**config.mk**
```make
export PLATFORM = sky130hd
export DESIGN_NAME = lv_fv_gen_flat
export DESIGN_NICKNAME = d
export VERILOG_FILES = /design/src/rtl/lv_fv_pkg.sv /design/src/rtl/lv_fv_gen_if.sv /design/src/rtl/lv_fv_gen.sv /design/src/flat_wrapper.sv
export SDC_FILE = /design/constraint.sdc
export NUM_CORES = 1
export LEC_CHECK = 0
export ABC_CLOCK_PERIOD_IN_PS = 3600
export BUFFER_PORTS_ARGS = -buffer_cell sky130_fd_sc_hd__buf_2
export CAP_MARGIN = 20
export CORE_MARGIN = 5
export CORE_UTILIZATION = 53
export CTS_CLUSTER_DIAMETER = 100
export DETAILED_ROUTE_END_ITERATION = 6
export PLACE_DENSITY = 0.87
export SLEW_MARGIN = 20
export SYNTH_ARGS = -nofsm -noshare
export SYNTH_HDL_FRONTEND = slang
export SYNTH_SLANG_ARGS = --single-unit
```
**constraint.sdc**
```tcl
create_clock -name clk -period 3.6 [get_ports clk]
set_clock_uncertainty 0.15 [all_clocks]
set_input_delay 0.18 -clock clk [delete_from_list [all_inputs] [get_ports clk]]
set_output_delay 0.18 -clock clk [all_outputs]
set_load 0.02 [all_outputs]
```
**src/rtl/lv_fv_pkg.sv**
```systemverilog
// Shared types for the lv_fv_gen video timing sequencer.
// State encoding, pixel bundle and counter sizing helpers.
package lv_fv_pkg;

    typedef enum logic [2:0] {
        IDLE,
        FV_SETUP,
        LINE_ACT,
        LINE_BLANK,
        FV_HOLD,
        V_BLANK
    } state_e;

    typedef struct packed {
        logic [7:0] r;
        logic [7:0] g;
        logic [7:0] b;
    } rgb_t;

    function automatic int max2(input int a, input int b);
        return (a > b) ? a : b;
    endfunction

    // Counters hold 0..n-1; never let a length of 1 collapse to 0 bits.
    function automatic int cnt_w(input int n);
        return (n <= 2) ? 1 : $clog2(n);
    endfunction

endpackage

```
**src/rtl/lv_fv_gen_if.sv**
```systemverilog
// Upstream valid/ready pixel stream feeding lv_fv_gen.
// The pixel source is the master; the sequencer is the slave.
interface lv_fv_gen_if;

    logic       pix_valid;
    logic [7:0] pix_r;
    logic [7:0] pix_g;
    logic [7:0] pix_b;
    logic       pix_ready;

    modport master (
        output pix_valid,
        output pix_r,
        output pix_g,
        output pix_b,
        input  pix_ready
    );

    modport slave (
        input  pix_valid,
        input  pix_r,
        input  pix_g,
        input  pix_b,
        output pix_ready
    );

endinterface

```
**src/rtl/lv_fv_gen.sv**
```systemverilog
// Video timing sequencer: turns a valid/ready pixel stream into
// registered FV/LV/DV framing with R/G/B, sof, underrun and frame count.
module lv_fv_gen
    import lv_fv_pkg::*;
#(
    parameter int H_ACT    = 640,
    parameter int H_BLANK  = 160,
    parameter int V_ACT    = 480,
    parameter int V_BLANK  = 45,
    parameter int FV_SETUP = 2,
    parameter int FV_HOLD  = 2
) (
    input  logic        clk,
    input  logic        rst,
    input  logic        en,
    lv_fv_gen_if.slave  pix,
    output logic [7:0]  R,
    output logic [7:0]  G,
    output logic [7:0]  B,
    output logic        FV,
    output logic        LV,
    output logic        DV,
    output logic        sof,
    output logic        underrun,
    input  logic        underrun_clr,
    output logic [15:0] frame_cnt
);

    localparam int H_MAX = max2(max2(max2(H_ACT, H_BLANK),
                                     max2(V_BLANK, FV_SETUP)),
                                FV_HOLD);
    localparam int HW = cnt_w(H_MAX);
    localparam int VW = cnt_w(V_ACT);

    localparam logic [VW-1:0] V_LAST = VW'(V_ACT - 1);

    state_e        state_q, state_d;
    logic [HW-1:0] h_cnt_q, h_cnt_d;
    logic [VW-1:0] v_cnt_q, v_cnt_d;
    logic [HW-1:0] len;
    logic          last;
    logic          ready;
    logic          accept;

    logic          fv_q, fv_d;
    logic          lv_q, lv_d;
    logic          dv_q, dv_d;
    logic          sof_q, sof_d;
    logic          underrun_q, underrun_d;
    rgb_t          rgb_q, rgb_d;
    logic [15:0]   frame_cnt_q, frame_cnt_d;

    // Terminal count of the shared cycle counter for the current state.
    always_comb begin
        len = '0;
        unique case (state_q)
            lv_fv_pkg::FV_SETUP: len = HW'(FV_SETUP - 1);
            LINE_ACT:            len = HW'(H_ACT - 1);
            LINE_BLANK:          len = HW'(H_BLANK - 1);
            lv_fv_pkg::FV_HOLD:  len = HW'(FV_HOLD - 1);
            lv_fv_pkg::V_BLANK:  len = HW'(V_BLANK - 1);
            default:             len = '0;
        endcase
    end

    assign last = (h_cnt_q == len);

    always_comb begin
        state_d = state_q;
        v_cnt_d = v_cnt_q;
        h_cnt_d = h_cnt_q + HW'(1);
        unique case (state_q)
            IDLE: begin
                v_cnt_d = '0;
                if (en) state_d = lv_fv_pkg::FV_SETUP;
            end
            lv_fv_pkg::FV_SETUP: begin
                v_cnt_d = '0;
                if (last) state_d = LINE_ACT;
            end
            LINE_ACT: begin
                if (last) begin
                    if (v_cnt_q == V_LAST) state_d = lv_fv_pkg::FV_HOLD;
                    else                   state_d = LINE_BLANK;
                end
            end
            LINE_BLANK: begin
                if (last) begin
                    state_d = LINE_ACT;
                    v_cnt_d = v_cnt_q + VW'(1);
                end
            end
            lv_fv_pkg::FV_HOLD: begin
                if (last) state_d = lv_fv_pkg::V_BLANK;
            end
            lv_fv_pkg::V_BLANK: begin
                if (last) begin
                    if (en) state_d = lv_fv_pkg::FV_SETUP;
                    else    state_d = IDLE;
                end
            end
            default: state_d = IDLE;
        endcase
        if (state_d != state_q) h_cnt_d = '0;
    end

    assign ready         = (state_q == LINE_ACT);
    assign accept        = ready && pix.pix_valid;
    assign pix.pix_ready = ready;

    always_comb begin
        fv_d = state_q inside {lv_fv_pkg::FV_SETUP, LINE_ACT,
                               LINE_BLANK, lv_fv_pkg::FV_HOLD};
        lv_d  = ready;
        dv_d  = accept;
        sof_d = (state_q == lv_fv_pkg::FV_SETUP) && (h_cnt_q == '0);
        rgb_d = '0;
        if (accept) rgb_d = '{r: pix.pix_r, g: pix.pix_g, b: pix.pix_b};
        // A missing pixel beats a simultaneous clear.
        underrun_d = underrun_q;
        if (ready && !pix.pix_valid) underrun_d = 1'b1;
        else if (underrun_clr)       underrun_d = 1'b0;
        frame_cnt_d = frame_cnt_q;
        if ((state_q == lv_fv_pkg::FV_HOLD) && last)
            frame_cnt_d = frame_cnt_q + 16'd1;
    end

    always_ff @(posedge clk or posedge rst) begin
        if (rst) begin
            state_q     <= IDLE;
            h_cnt_q     <= '0;
            v_cnt_q     <= '0;
            fv_q        <= 1'b0;
            lv_q        <= 1'b0;
            dv_q        <= 1'b0;
            sof_q       <= 1'b0;
            underrun_q  <= 1'b0;
            rgb_q       <= '0;
            frame_cnt_q <= '0;
        end else begin
            state_q     <= state_d;
            h_cnt_q     <= h_cnt_d;
            v_cnt_q     <= v_cnt_d;
            fv_q        <= fv_d;
            lv_q        <= lv_d;
            dv_q        <= dv_d;
            sof_q       <= sof_d;
            underrun_q  <= underrun_d;
            rgb_q       <= rgb_d;
            frame_cnt_q <= frame_cnt_d;
        end
    end

    assign R         = rgb_q.r;
    assign G         = rgb_q.g;
    assign B         = rgb_q.b;
    assign FV        = fv_q;
    assign LV        = lv_q;
    assign DV        = dv_q;
    assign sof       = sof_q;
    assign underrun  = underrun_q;
    assign frame_cnt = frame_cnt_q;

endmodule

```
**src/flat_wrapper.sv**
```systemverilog
// flat-port wrapper written by rule: the top's interface ports become plain ports
module lv_fv_gen_flat import lv_fv_pkg::*;
#(
    parameter int H_ACT    = 640,
    parameter int H_BLANK  = 160,
    parameter int V_ACT    = 480,
    parameter int V_BLANK  = 45,
    parameter int FV_SETUP = 2,
    parameter int FV_HOLD  = 2
)
  (clk, rst, en, R, G, B, FV, LV, DV, sof, underrun, underrun_clr, frame_cnt, pix_pix_valid, pix_pix_r, pix_pix_g, pix_pix_b, pix_pix_ready);
  lv_fv_gen_if pix_i ();
  input  logic clk;
  input  logic rst;
  input  logic en;
  output logic [7:0] R;
  output logic [7:0] G;
  output logic [7:0] B;
  output logic FV;
  output logic LV;
  output logic DV;
  output logic sof;
  output logic underrun;
  input  logic underrun_clr;
  output logic [15:0] frame_cnt;
  input wire logic [$bits(pix_i.pix_valid)-1:0] pix_pix_valid;
  input wire logic [$bits(pix_i.pix_r)-1:0] pix_pix_r;
  input wire logic [$bits(pix_i.pix_g)-1:0] pix_pix_g;
  input wire logic [$bits(pix_i.pix_b)-1:0] pix_pix_b;
  output wire logic [$bits(pix_i.pix_ready)-1:0] pix_pix_ready;
  assign pix_i.pix_valid = pix_pix_valid;
  assign pix_i.pix_r = pix_pix_r;
  assign pix_i.pix_g = pix_pix_g;
  assign pix_i.pix_b = pix_pix_b;
  assign pix_pix_ready = pix_i.pix_ready;
  lv_fv_gen #(.H_ACT(H_ACT), .H_BLANK(H_BLANK), .V_ACT(V_ACT), .V_BLANK(V_BLANK), .FV_SETUP(FV_SETUP), .FV_HOLD(FV_HOLD)) u_core (.clk(clk), .rst(rst), .en(en), .pix(pix_i), .R(R), .G(G), .B(B), .FV(FV), .LV(LV), .DV(DV), .sof(sof), .underrun(underrun), .underrun_clr(underrun_clr), .frame_cnt(frame_cnt));
endmodule
```
==> out/results.txt <==
Buf/Inv on CP = 0
Clk_lat worst skew = 350 ps
Startpoint Class = flip-flop
Ys Warns = 0
CP required = 3670 ps
Total gr overflow = 0
Synth Instances = 301
Pint = 1281 uW
First-pass GRT wire length = 13240 um
CTS tree = yes
Count of input and output buffers = 74
Row cnt = 28
Critical Path Start = u_core.state_q[0]
Inst Count DP = 436
Crit path max fanout = 23
Sequential power share = 47.3%
Distinct cells, synth = 47
Via density = 5.667
Min Clock Period, post-route = 3314 ps
Post-route ant nets = 0
Min-Delay Path Class = in -> reg
Syn Area/Cell = 10.41 um2
DR iter-0 viols = 203
Max rail drop VDD = 0.0003190 V
Number of global-route vias before repair = 2727
Crit-path slowest cell = or3_1
Die span in y = 86.90 um
Overall global routing resource usage = 23.08%
Crit path cell chain = nor2b_1 > nand3_1 > a221o_1 > or3_1 > a32oi_2 > nor2b_1
Clock power share = 46.2%
Power Density = 403.3 mW/mm2
# resized after CTS = 0
P_sw = 353.0 uW
Worst reg-to-reg setup slack = 290 ps
Run status = completed
Final std cells w/o fill = 478
Main flop type after synthesis = dfrtp_1
Worst reg-to-reg path cell count = 6
Antenna cell count = 0
Hold Crit Depth = 3
Fraction of layout cells with a size suffix above 1 = 25.31%
DRC = 0
Setup violators final = 0
Slack of the critical path = 285.7 ps
Placement Cell Area = 0.003542 mm2
Detailed Place HPWL = 4876 um
Most used cell, CP = nor2b_1
Final period util = 92.06%
CTS Hold Bufs = 26
Gate power share = 6.5%
Slew @ Worst Pin = 882.2 ps
Arr. time, crit path = 3380 ps
WHS Endpoint = u_core.state_q[0]
Nets = 431
Core region area = 0.005851 mm2
Max cap viols = 0
Root buffer cell = clkbuf_8
Synth Cell Area = 0.003134 mm2
Leakage = 0.002035 uW
Setup Crit Path Kind = reg -> reg
Die X = 86.90 um
CTS max path bufs = 2
Hold path start = en
Sink Count = 67
Pin count of the biggest net entering global routing = 55
Peak Freq = 301.7 MHz
RSZ-0062 raised after global routing = false
Setup TNS = 0 ps
Pre-antenna DRT Iters = 4
Detailed-route via count = 2709
R2R Path End = u_core.h_cnt_q[1]
GP Congestion = 0.8340
Starting Density = 53.57%
Layout area overhead = 29.22%
Pre-CTS setup slack = 357.5 ps
Setup crit end kind = flip-flop
RR Startpoint = u_core.state_q[0]
Die area = 0.007552 mm2
Sw frac = 21.61%
Inserted Clock Buffers = 9
Post-route cell area = 0.004050 mm2
Post-synthesis async set-or-reset flop share = 100.0%
IO Pins = 75
#FFs+latches synth = 67
CTS H-Tree Depth = 3
Postcts setup bufs = 0
Post-synth EDFFs = 0
Clock slew at reported path FFs = 70 ps
Seq/Total Area, Yosys = 53.49%
Synth Net Count = 334
Hold Fails Final Rpt = 0
WL final = 8128 um
DR WL/cell = 17.00 um
Slew headroom = 41.12%
Initial antenna violation count = 0
# fillers = 403
Max-slew violations = 0
Crit-path max cell delay = 690 ps
Worst path top cell family by delay = simple AND/OR/NAND/NOR gates
## cell usage in the layout, fill, tap and decap left out, types with 5 or more instances in the layout
cell type      instances
inv_1                  8
nor2_1                21
dfrtp_1               67
dlygate4sd3_1         26
and2_1                 6
xor2_1                11
nand2_1               20
o21ai_0                6
buf_4                  5
a21oi_1                9
xnor2_1               15
buf_2                 74
nand3_1               16
nand4_1                7
and3_1                32
clkbuf_8              13
or3_1                  6
## power groups by stage
stage | Clock, uW | Sequential [uW] | Combinational [uW]
after floorplan | 0 | 806 | 23.0
after global placement | 0 | 785 | 78.7
after detailed placement | 0 | 785 | 81.5
after CTS | 751 | 771 | 103
after global routing | 797 | 773 | 115
final | 755 | 772 | 106
## cell type report
type | count | area [um2] | share of cell area (%)
Timing Repair Buffer | 105 | 668.1 | 16.50
Clock buffer | 13 | 178.9 | 4.418
Multi-Input combinational cell | 206 | 1330 | 32.84
Tap cell | 75 | 93.84 | 2.317
Inverter | 9 | 35.03 | 0.8650
Clock inverter | 3 | 67.56 | 1.668
Sequential cell | 67 | 1677 | 41.40
## worst max path at each step
stage | endpoint | slack, ps | cells after the start
finish | u_core.h_cnt_q[1] | 290 | 6
detailed placement | u_core.v_cnt_q[7] | 360 | 6
global placement | u_core.v_cnt_q[7] | 480 | 6
floorplan | u_core.frame_cnt[1] | 1010 | 9
CTS | u_core.h_cnt_q[1] | 340 | 6
global route | u_core.h_cnt_q[1] | 100 | 6
## cell usage after synthesis (all sizes together), types with 2 or more instances
library cell  number  area (um2)
dfrtp             67        1677
and3              32       200.2
nor2              21       78.83
nand2             20       75.07
nand3             16       80.08
xnor2             15       131.4
xor2              11       96.34
clkbuf            10       37.54
a21oi              9       45.04
buf                9       56.30
inv                9       33.78
nand4              7       43.79
and2               6       37.54
o21ai              6       30.03
or3                6       37.54
nor2b              5       38.78
nor3               5       30.03
ha                 4       50.05
nor4               4       25.02
o31ai              4       30.03
and4               3       26.28
nand4b             3       26.28
or4                3       22.52
a221o              2       20.02
nand2b             2       12.51
nor4b              2       17.52
o211ai             2       15.01
o22ai              2       12.51
o32ai              2       17.52
## stage by stage
| step | util [%] | hold WS, ps | power (uW) |
|---|---|---|---|
| floorplan | - | 129.0 | 828.9 |
| global placement | 60.54 | 218.3 | 863.5 |
| detailed placement | 60.54 | 238.9 | 866.8 |
| CTS | 69.20 | 92.19 | 1626 |
| global route | 69.23 | 121.6 | 1685 |
| finish | 69.23 | 93.19 | 1634 |
## state kept, by name, summed over array words and instances (netlist names)
name              cells
u_core.LV             1
u_core.FV             1
u_core.DV             1
u_core.G              8
u_core.B              8
u_core.sof            1
u_core.underrun       1
u_core.h_cnt_q       10
u_core.v_cnt_q        9
u_core.state_q        3
u_core.frame_cnt     16
u_core.R              8
## routing by layer
layer	up-vias	GRT usage (%)	part of all wire, %
li1	1264	-	-
met1	1319	25.55	38
met2	101	38.37	51
met3	25	8.325	6.8
met4	0	12.89	4.2
met5	-	0	0
## cells by family (layout without fill, tap and decap cells)
group	Yosys count	in the layout	synth area share, %
AO/OA/AOI/OAI	37	37	8.424
XOR/XNOR	26	26	7.266
adder cells (fa/ha/maj)	4	4	1.597
buffers and inverters	28	130	4.072
flip-flops	67	67	53.49
multiplexers	2	2	0.6786
AND/OR/NAND/NOR	137	137	24.47
## worst min-delay path: stages
cell and delay, ps:
buf_2 110, a2bb2oi_1 70, o22ai_1 170
No activity file was read; power rests on OpenSTA's default activity.
